$ cat src/rtl/fifo_wr_arbiter_pkg.sv
// Shared types and helpers for the FIFO write-side arbiter.
// Provides the FSM state type, depth derivation and Gray-to-binary conversion.
package fifo_pkg;

    typedef enum logic {
        IDLE  = 1'b0,
        GRANT = 1'b1
    } state_t;

    function automatic int depth_of(input int ptr_size);
        return 1 << ptr_size;
    endfunction

    // Works for any pointer width up to 32 as long as the unused upper bits are zero.
    function automatic logic [31:0] gray2bin(input logic [31:0] g);
        logic [31:0] b;
        b[31] = g[31];
        for (int i = 30; i >= 0; i--) begin
            b[i] = b[i+1] ^ g[i];
        end
        return b;
    endfunction

endpackage

$ cat src/rtl/fifo_wr_arbiter_if.sv
// Requester handshake and FIFO write-port bundle shared by the arbiter and its environment.
// Handshake: a requester beat transfers on a rising edge where req_valid[i] & req_ready[i] are both 1;
// req_data must be stable while req_valid is high, and req_ready never depends on anything but grant state and full.
interface fifo_wr_arbiter_if #(
    parameter int NREQ     = 4,
    parameter int DW       = 8,
    parameter int PTR_SIZE = 8
);
    logic [NREQ-1:0]    req_valid;
    logic [NREQ*DW-1:0] req_data;
    logic [NREQ-1:0]    req_ready;
    logic               full;
    logic [PTR_SIZE:0]  b_wptr;
    logic [PTR_SIZE:0]  g_rptr_sync;
    logic               w_en;
    logic [DW-1:0]      wdata;

    modport master (
        output req_valid, req_data, full, b_wptr, g_rptr_sync,
        input  req_ready, w_en, wdata
    );

    modport slave (
        input  req_valid, req_data, full, b_wptr, g_rptr_sync,
        output req_ready, w_en, wdata
    );
endinterface

$ cat src/rtl/fifo_wr_arbiter_rr_pick.sv
// Combinational round-robin picker: first asserted request searching upward from last_owner+1.
module rr_pick #(
    parameter int NREQ = 4
) (
    input  logic [NREQ-1:0]         req,
    input  logic [$clog2(NREQ)-1:0] last_owner,
    output logic [$clog2(NREQ)-1:0] grant,
    output logic                    any
);
    localparam int OW = $clog2(NREQ);

    logic [OW-1:0] idx;

    // Walk from the farthest candidate back to the nearest so the nearest wins.
    always_comb begin
        grant = '0;
        any   = 1'b0;
        idx   = '0;
        for (int k = NREQ; k >= 1; k--) begin
            idx = OW'((int'(last_owner) + k) % NREQ);
            if (req[idx]) begin
                grant = idx;
                any   = 1'b1;
            end
        end
    end
endmodule

$ cat src/rtl/fifo_wr_arbiter.sv
// Round-robin burst arbiter for the async FIFO write port; bursts are admitted only
// when free space covers a full burst. Also reports registered fill level and almost-full.
module fifo_wr_arbiter
    import fifo_pkg::*;
#(
    parameter int NREQ      = 4,
    parameter int DW        = 8,
    parameter int PTR_SIZE  = 8,
    parameter int MAX_BURST = 4,
    parameter int AF_MARGIN = 16
) (
    input  logic                    w_clk,
    input  logic                    wrst_n,
    fifo_wr_arbiter_if.slave        bus,
    output logic [$clog2(NREQ)-1:0] owner,
    output logic                    busy,
    output logic [PTR_SIZE:0]       fill_level,
    output logic                    almost_full
);
    localparam int OW    = $clog2(NREQ);
    localparam int CW    = (MAX_BURST > 1) ? $clog2(MAX_BURST) : 1;
    localparam int DEPTH = depth_of(PTR_SIZE);

    localparam logic [PTR_SIZE:0] DEPTH_W   = (PTR_SIZE+1)'(DEPTH);
    localparam logic [PTR_SIZE:0] BURST_W   = (PTR_SIZE+1)'(MAX_BURST);
    localparam logic [PTR_SIZE:0] MARGIN_W  = (PTR_SIZE+1)'(AF_MARGIN);
    localparam logic [CW-1:0]     LAST_BEAT = CW'(MAX_BURST - 1);

    state_t        state_q, state_d;
    logic [OW-1:0] owner_q, owner_d;
    logic [OW-1:0] last_q, last_d;
    logic [CW-1:0] beat_q, beat_d;

    logic [PTR_SIZE:0] rptr_bin;
    logic [PTR_SIZE:0] occ;
    logic [PTR_SIZE:0] free;
    logic              room;
    logic [OW-1:0]     pick;
    logic              pick_any;
    logic              own_valid;
    logic [DW-1:0]     own_data;
    logic              xfer;

    // Modulo subtraction handles pointer wrap; occ == DEPTH when only the MSBs differ.
    assign rptr_bin = (PTR_SIZE+1)'(gray2bin(32'(bus.g_rptr_sync)));
    assign occ      = bus.b_wptr - rptr_bin;
    assign free     = DEPTH_W - occ;
    assign room     = (free >= BURST_W);

    rr_pick #(.NREQ(NREQ)) u_pick (
        .req        (bus.req_valid),
        .last_owner (last_q),
        .grant      (pick),
        .any        (pick_any)
    );

    assign own_valid = bus.req_valid[owner_q];
    assign own_data  = bus.req_data[int'(owner_q)*DW +: DW];

    always_comb begin
        state_d       = state_q;
        owner_d       = owner_q;
        last_d        = last_q;
        beat_d        = beat_q;
        bus.req_ready = '0;
        bus.w_en      = 1'b0;
        bus.wdata     = '0;
        xfer          = 1'b0;
        case (state_q)
            IDLE: begin
                if (pick_any && room) begin
                    state_d = GRANT;
                    owner_d = pick;
                    beat_d  = '0;
                end
            end
            GRANT: begin
                bus.req_ready[owner_q] = ~bus.full;
                xfer                   = own_valid & ~bus.full;
                bus.w_en               = xfer;
                if (xfer) begin
                    bus.wdata = own_data;
                    beat_d    = beat_q + 1'b1;
                end
                // A full stall with valid held keeps the grant; only completion or a dropped valid releases.
                if ((xfer && beat_q == LAST_BEAT) || !own_valid) begin
                    state_d = IDLE;
                    last_d  = owner_q;
                end
            end
            default: state_d = IDLE;
        endcase
    end

    always_ff @(posedge w_clk or negedge wrst_n) begin
        if (!wrst_n) begin
            state_q     <= IDLE;
            owner_q     <= '0;
            last_q      <= OW'(NREQ - 1);
            beat_q      <= '0;
            fill_level  <= '0;
            almost_full <= 1'b0;
        end else begin
            state_q     <= state_d;
            owner_q     <= owner_d;
            last_q      <= last_d;
            beat_q      <= beat_d;
            fill_level  <= occ;
            almost_full <= (free <= MARGIN_W);
        end
    end

    assign owner = owner_q;
    assign busy  = (state_q == GRANT);
endmodule

$ cat src/flat_wrapper.sv
// flat-port wrapper written by rule: the top's interface ports become plain ports
module fifo_wr_arbiter_flat import fifo_pkg::*;
#(
    parameter int NREQ      = 4,
    parameter int DW        = 8,
    parameter int PTR_SIZE  = 8,
    parameter int MAX_BURST = 4,
    parameter int AF_MARGIN = 16
)
  (w_clk, wrst_n, owner, busy, fill_level, almost_full, bus_req_valid, bus_req_data, bus_full, bus_b_wptr, bus_g_rptr_sync, bus_req_ready, bus_w_en, bus_wdata);
  fifo_wr_arbiter_if #(.NREQ(NREQ), .DW(DW), .PTR_SIZE(PTR_SIZE)) bus_i ();
  input  logic w_clk;
  input  logic wrst_n;
  output logic [$clog2(NREQ)-1:0] owner;
  output logic busy;
  output logic [PTR_SIZE:0] fill_level;
  output logic almost_full;
  input wire logic [$bits(bus_i.req_valid)-1:0] bus_req_valid;
  input wire logic [$bits(bus_i.req_data)-1:0] bus_req_data;
  input wire logic [$bits(bus_i.full)-1:0] bus_full;
  input wire logic [$bits(bus_i.b_wptr)-1:0] bus_b_wptr;
  input wire logic [$bits(bus_i.g_rptr_sync)-1:0] bus_g_rptr_sync;
  output wire logic [$bits(bus_i.req_ready)-1:0] bus_req_ready;
  output wire logic [$bits(bus_i.w_en)-1:0] bus_w_en;
  output wire logic [$bits(bus_i.wdata)-1:0] bus_wdata;
  assign bus_i.req_valid = bus_req_valid;
  assign bus_i.req_data = bus_req_data;
  assign bus_i.full = bus_full;
  assign bus_i.b_wptr = bus_b_wptr;
  assign bus_i.g_rptr_sync = bus_g_rptr_sync;
  assign bus_req_ready = bus_i.req_ready;
  assign bus_w_en = bus_i.w_en;
  assign bus_wdata = bus_i.wdata;
  fifo_wr_arbiter #(.NREQ(NREQ), .DW(DW), .PTR_SIZE(PTR_SIZE), .MAX_BURST(MAX_BURST), .AF_MARGIN(AF_MARGIN)) u_core (.w_clk(w_clk), .wrst_n(wrst_n), .bus(bus_i), .owner(owner), .busy(busy), .fill_level(fill_level), .almost_full(almost_full));
endmodule
$ cat config.mk
export PLATFORM = sky130hd
export DESIGN_NAME = fifo_wr_arbiter_flat
export DESIGN_NICKNAME = d
export VERILOG_FILES = /design/src/rtl/fifo_wr_arbiter_pkg.sv /design/src/rtl/fifo_wr_arbiter_if.sv /design/src/rtl/fifo_wr_arbiter_rr_pick.sv /design/src/rtl/fifo_wr_arbiter.sv /design/src/flat_wrapper.sv
export SDC_FILE = /design/constraint.sdc
export NUM_CORES = 1
export LEC_CHECK = 0
export ABC_AREA = 1
export BUFFER_PORTS_ARGS = -buffer_cell sky130_fd_sc_hd__buf_2
export CORE_ASPECT_RATIO = 0.6
export CORE_MARGIN = 1.5
export CORE_UTILIZATION = 45
export CTS_BUF_LIST = sky130_fd_sc_hd__clkbuf_16
export CTS_CLUSTER_SIZE = 16
export DETAILED_ROUTE_END_ITERATION = 10
export GPL_ROUTABILITY_DRIVEN = 0
export PLACE_DENSITY = 0.73
export SLEW_MARGIN = 25
export SYNTH_ARGS = -nofsm -noshare
export SYNTH_HDL_FRONTEND = slang
export SYNTH_SLANG_ARGS = --single-unit
export TNS_END_PERCENT = 30
$ cat constraint.sdc
create_clock -name w_clk -period 2.15 [get_ports w_clk]
set_input_delay 0.215 -clock w_clk [delete_from_list [all_inputs] [get_ports w_clk]]
set_output_delay 0.215 -clock w_clk [all_outputs]
set_load 0.005 [all_outputs]
==> impl_summary.txt <==
----------------------------------------------------
[Timing]
  Final number of hold-violating endpoints ... 0
  Setup slack of the critical path after layout ... -1200 ps
  Worst Clk Skew ... 1.30 ps
  Maximum clock rate ... 298 MHz
  Transition at the pin with the smallest max-transition slack ... 405 ps
  Setup violation total in the final timing report ... 14
  Slew Limit Fails ... 0
  Final Cycle Share ... 1.56
  Setup repair after global routing missed its margin ... yes
  Worst rel slew slack ... 0.727
  Minimum clock period after layout ... 3350 ps

[Setup path]
  Classification of the worst setup path ... in2reg
  CP Launch Point ... bus_g_rptr_sync[7]
  R2R Setup Slk ... 400 ps
  Crit path launch type ... input port
  Crit. End Element ... register
  CP peak stage delay ... 570 ps
  Arrival @ worst endpoint ... 3540 ps
  End of the worst register-to-register path ... u_core.owner[1]
  Worst reg2reg path depth ... 9
  Reg-to-Reg Start ... u_core.last_q[0]
  Critical path's slowest cell ... sky130_fd_sc_hd__fa_2
  Cell mode on critical path ... sky130_fd_sc_hd__nand3_2
  CP Max Fanout ... 6
  Worst Path Required ... 2330 ps

[Logic synthesis]
  Distinct cell type count after synthesis ... 34
  Fraction of registers with async set/reset ... 1.00
  Nets in the synthesized netlist ... 378
  Synth top area cells ... sky130_fd_sc_hd__dfrtp_1, sky130_fd_sc_hd__nand2_1, sky130_fd_sc_hd__nand3_1
  Most frequently used flop master after synthesis ... sky130_fd_sc_hd__dfrtp_1
  Instance count of the mapped netlist ... 309
  Yosys reg bits ... 17
  Area share of the leading cell type in the synthesized netlist ... 0.192
  Post-synthesis average cell area ... 6.31 µm²
  Yosys Warn Count ... 0
  Sequential-to-total area share from yosys stat ... 0.219
  Leading area contributor after synthesis ... sky130_fd_sc_hd__dfrtp_1
  EDFF count, synth ... 0
  Combined area of all synthesized cells ... 0.00195 mm²

[Routing]
  Average wire per cell in the routed design ... 12.4 µm
  Detailed Route Iter0 Violations ... 127
  TritonRoute pass-1 iters ... 4
  Via count of the routed design ... 2443
  Number of remaining DRC errors ... 0
  Remaining antenna violation count after routing ... 0
  Drt via density ... 4.98
  Final WL ... 6080 µm

[Global routing]
  Residual overflow from global routing ... 0
  Wire length of the first global-routing pass ... 8630 µm
  Met1 usage in global routing ... 0.361
  Busiest metal layer after global routing ... met1
  Pin count of the biggest net entering global routing ... 18
  Antenna violations before repair ... 0
  Met2 GRT Util ... 0.351
  Number of global-route vias before repair ... 1964
  Global-route track usage on met3 ... 0.0383
  Overall routing resource usage ... 0.234

[CTS]
  TritonCTS clock tree ... yes
  Clock transition at path regs ... 50 ps
  CTS H-tree depth ... 1
  Clock buffers created by TritonCTS ... 3
  Clock tree buffer depth ... 2
  Insertion delay of the later-clocked pin in the worst-skew pair ... 250 ps
  Count of clock tree sinks ... 17
  Root Buffer Master ... sky130_fd_sc_hd__clkbuf_16

[Floorplanning]
  Starting density of the core ... 0.471
  Chip height ... 54 µm
  Total die area ... 0.00475 mm²
  Die width ... 88.0 µm
  Site Rows ... 18
  Top-level I/O count ... 83
  Standard cell core area ... 0.00414 mm²

[Worst hold path]
  Worst min-delay path category ... in2reg
  Beginning of the worst hold path ... bus_full
  Worst hold stages ... 4
  Min-Delay Endpoint ... u_core.busy

[Pwr]
  Total Power Consumption ... 2870 µW
  PwrDens ... 918 mW/mm²
  Leak pwr ... 0.00171 µW
  VDD IR max ... 0.804 mV

[Job]
  Max Cap Violations ... 0

[Run status]
  Violations in the final reports ... negative setup slack
  Result of the run ... complete, but fails checks

[Cells and area]
  Fraction of final layout cells sized beyond drive strength 1 ... 0.473
  # diodes ... 0
  Commonest non-fill, non-tap cells in the layout ... sky130_fd_sc_hd__nand2_1, sky130_fd_sc_hd__buf_2, sky130_fd_sc_hd__inv_1, sky130_fd_sc_hd__buf_4, sky130_fd_sc_hd__nand3_1
  Net count reported at finish ... 501
  Area growth from synthesis to final layout ... 60.4%
  Most frequent standard cell in the layout excluding fill and tap cells ... sky130_fd_sc_hd__nand2_1

[Place]
  Placed wire-length estimate ... 4440 µm
  Worst slack at placement ... -1460 ps
  Port Buffers ... 82

----------------------------------------------------
==> cells in the mapped netlist, drive strengths merged (3+ instances only) <==
cell / instances
nand2: 108
nand3: 49
inv: 47
nor2: 22
dfrtp: 15
ha: 11
o21ai: 10
a22oi: 6
a31oi: 6
a21oi: 5
nand4: 4
a221oi: 3
buf: 3
xor2: 3
==> report_power, final <==
group | leakage [µW] | switching, µW | total, µW | internal (µW)
combinational | 0.00146 | 1150 | 1970 | 818
clock | 0.0000423 | 117 | 364 | 247
sequential | 0.000203 | 95.5 | 540 | 444
total | 0.00171 | 1360 | 2870 | 1510
==> through the flow <==
stage	cell area (µm²)	util	hold WS (ps)	setup TNS, ps	cells
floorplan	2010	-	-80.6	-6600	309
global route	3130	0.755	376	-11960	491
finish	3130	0.755	345	-9640	491
detailed placement	2720	0.655	152	-13030	479
CTS	2980	0.719	352	-8660	489
global placement	2720	0.655	150	-11870	479
==> layout make-up <==
cell class              instances  area [µm²]
repair buffers                123         737
clock inverters                 1        3.75
flip-flops and latches         17         429
inverters                      47         176
clock buffers                   3        75.1
well taps                      60        75.1
multi-input cells             240        1630
fillers                       329        1020
==> how the worst max path moves through the flow <==
| stage | endpoint | slack (ps) | cells after the start |
|---|---|---|---|
| detailed placement | u_core.busy | -1460 | 27 |
| global placement | u_core.busy | -1340 | 27 |
| CTS | u_core.busy | -1150 | 27 |
| global route | u_core.beat_q[0] | -1370 | 28 |
| finish | u_core.beat_q[0] | -1200 | 28 |
| floorplan | u_core.busy | -1030 | 26 |
==> cells by family after synthesis <==
kind of cell | count (synthesis) | synth area share
simple gates | 187 | 0.457
buf+inv | 52 | 0.103
compound gates | 36 | 0.117
flops | 17 | 0.219
fa+ha+maj | 12 | 0.0808
xor+xnor | 5 | 0.0225
==> metal layers <==
layer	share of wire	vias to the layer above
met5	0	-
met4	0	0
met3	0.056	0
met2	0.45	70
met1	0.49	1118
li1	-	1255
==> registers in the layout, indices dropped and copies added (netlist names) <==
signal / count
u_core.owner: 2
u_core.fill_level: 9
u_core.busy: 1
u_core.beat_q: 2
u_core.last_q: 2
u_core.almost_full: 1
==> what timing repair did <==
action | in CTS | in global routing
endpoints found under the setup margin | 22 | 22
setup buffers | 5 | 2
hold buffers | 1 | 0
cloned | 0 | 0
resized for setup | 31 | 29
endpoints found under the hold margin | 15 | 0
pin swaps | 24 | 19
==> worst max-delay path: cells and delay by family <==
family / cells / cell delay [ps]
xor+xnor: 1 / 140
fa+ha+maj: 3 / 920
simple gates: 22 / 2130
buf+inv: 2 / 140
Note: power is estimated with default switching activity, not from simulation.
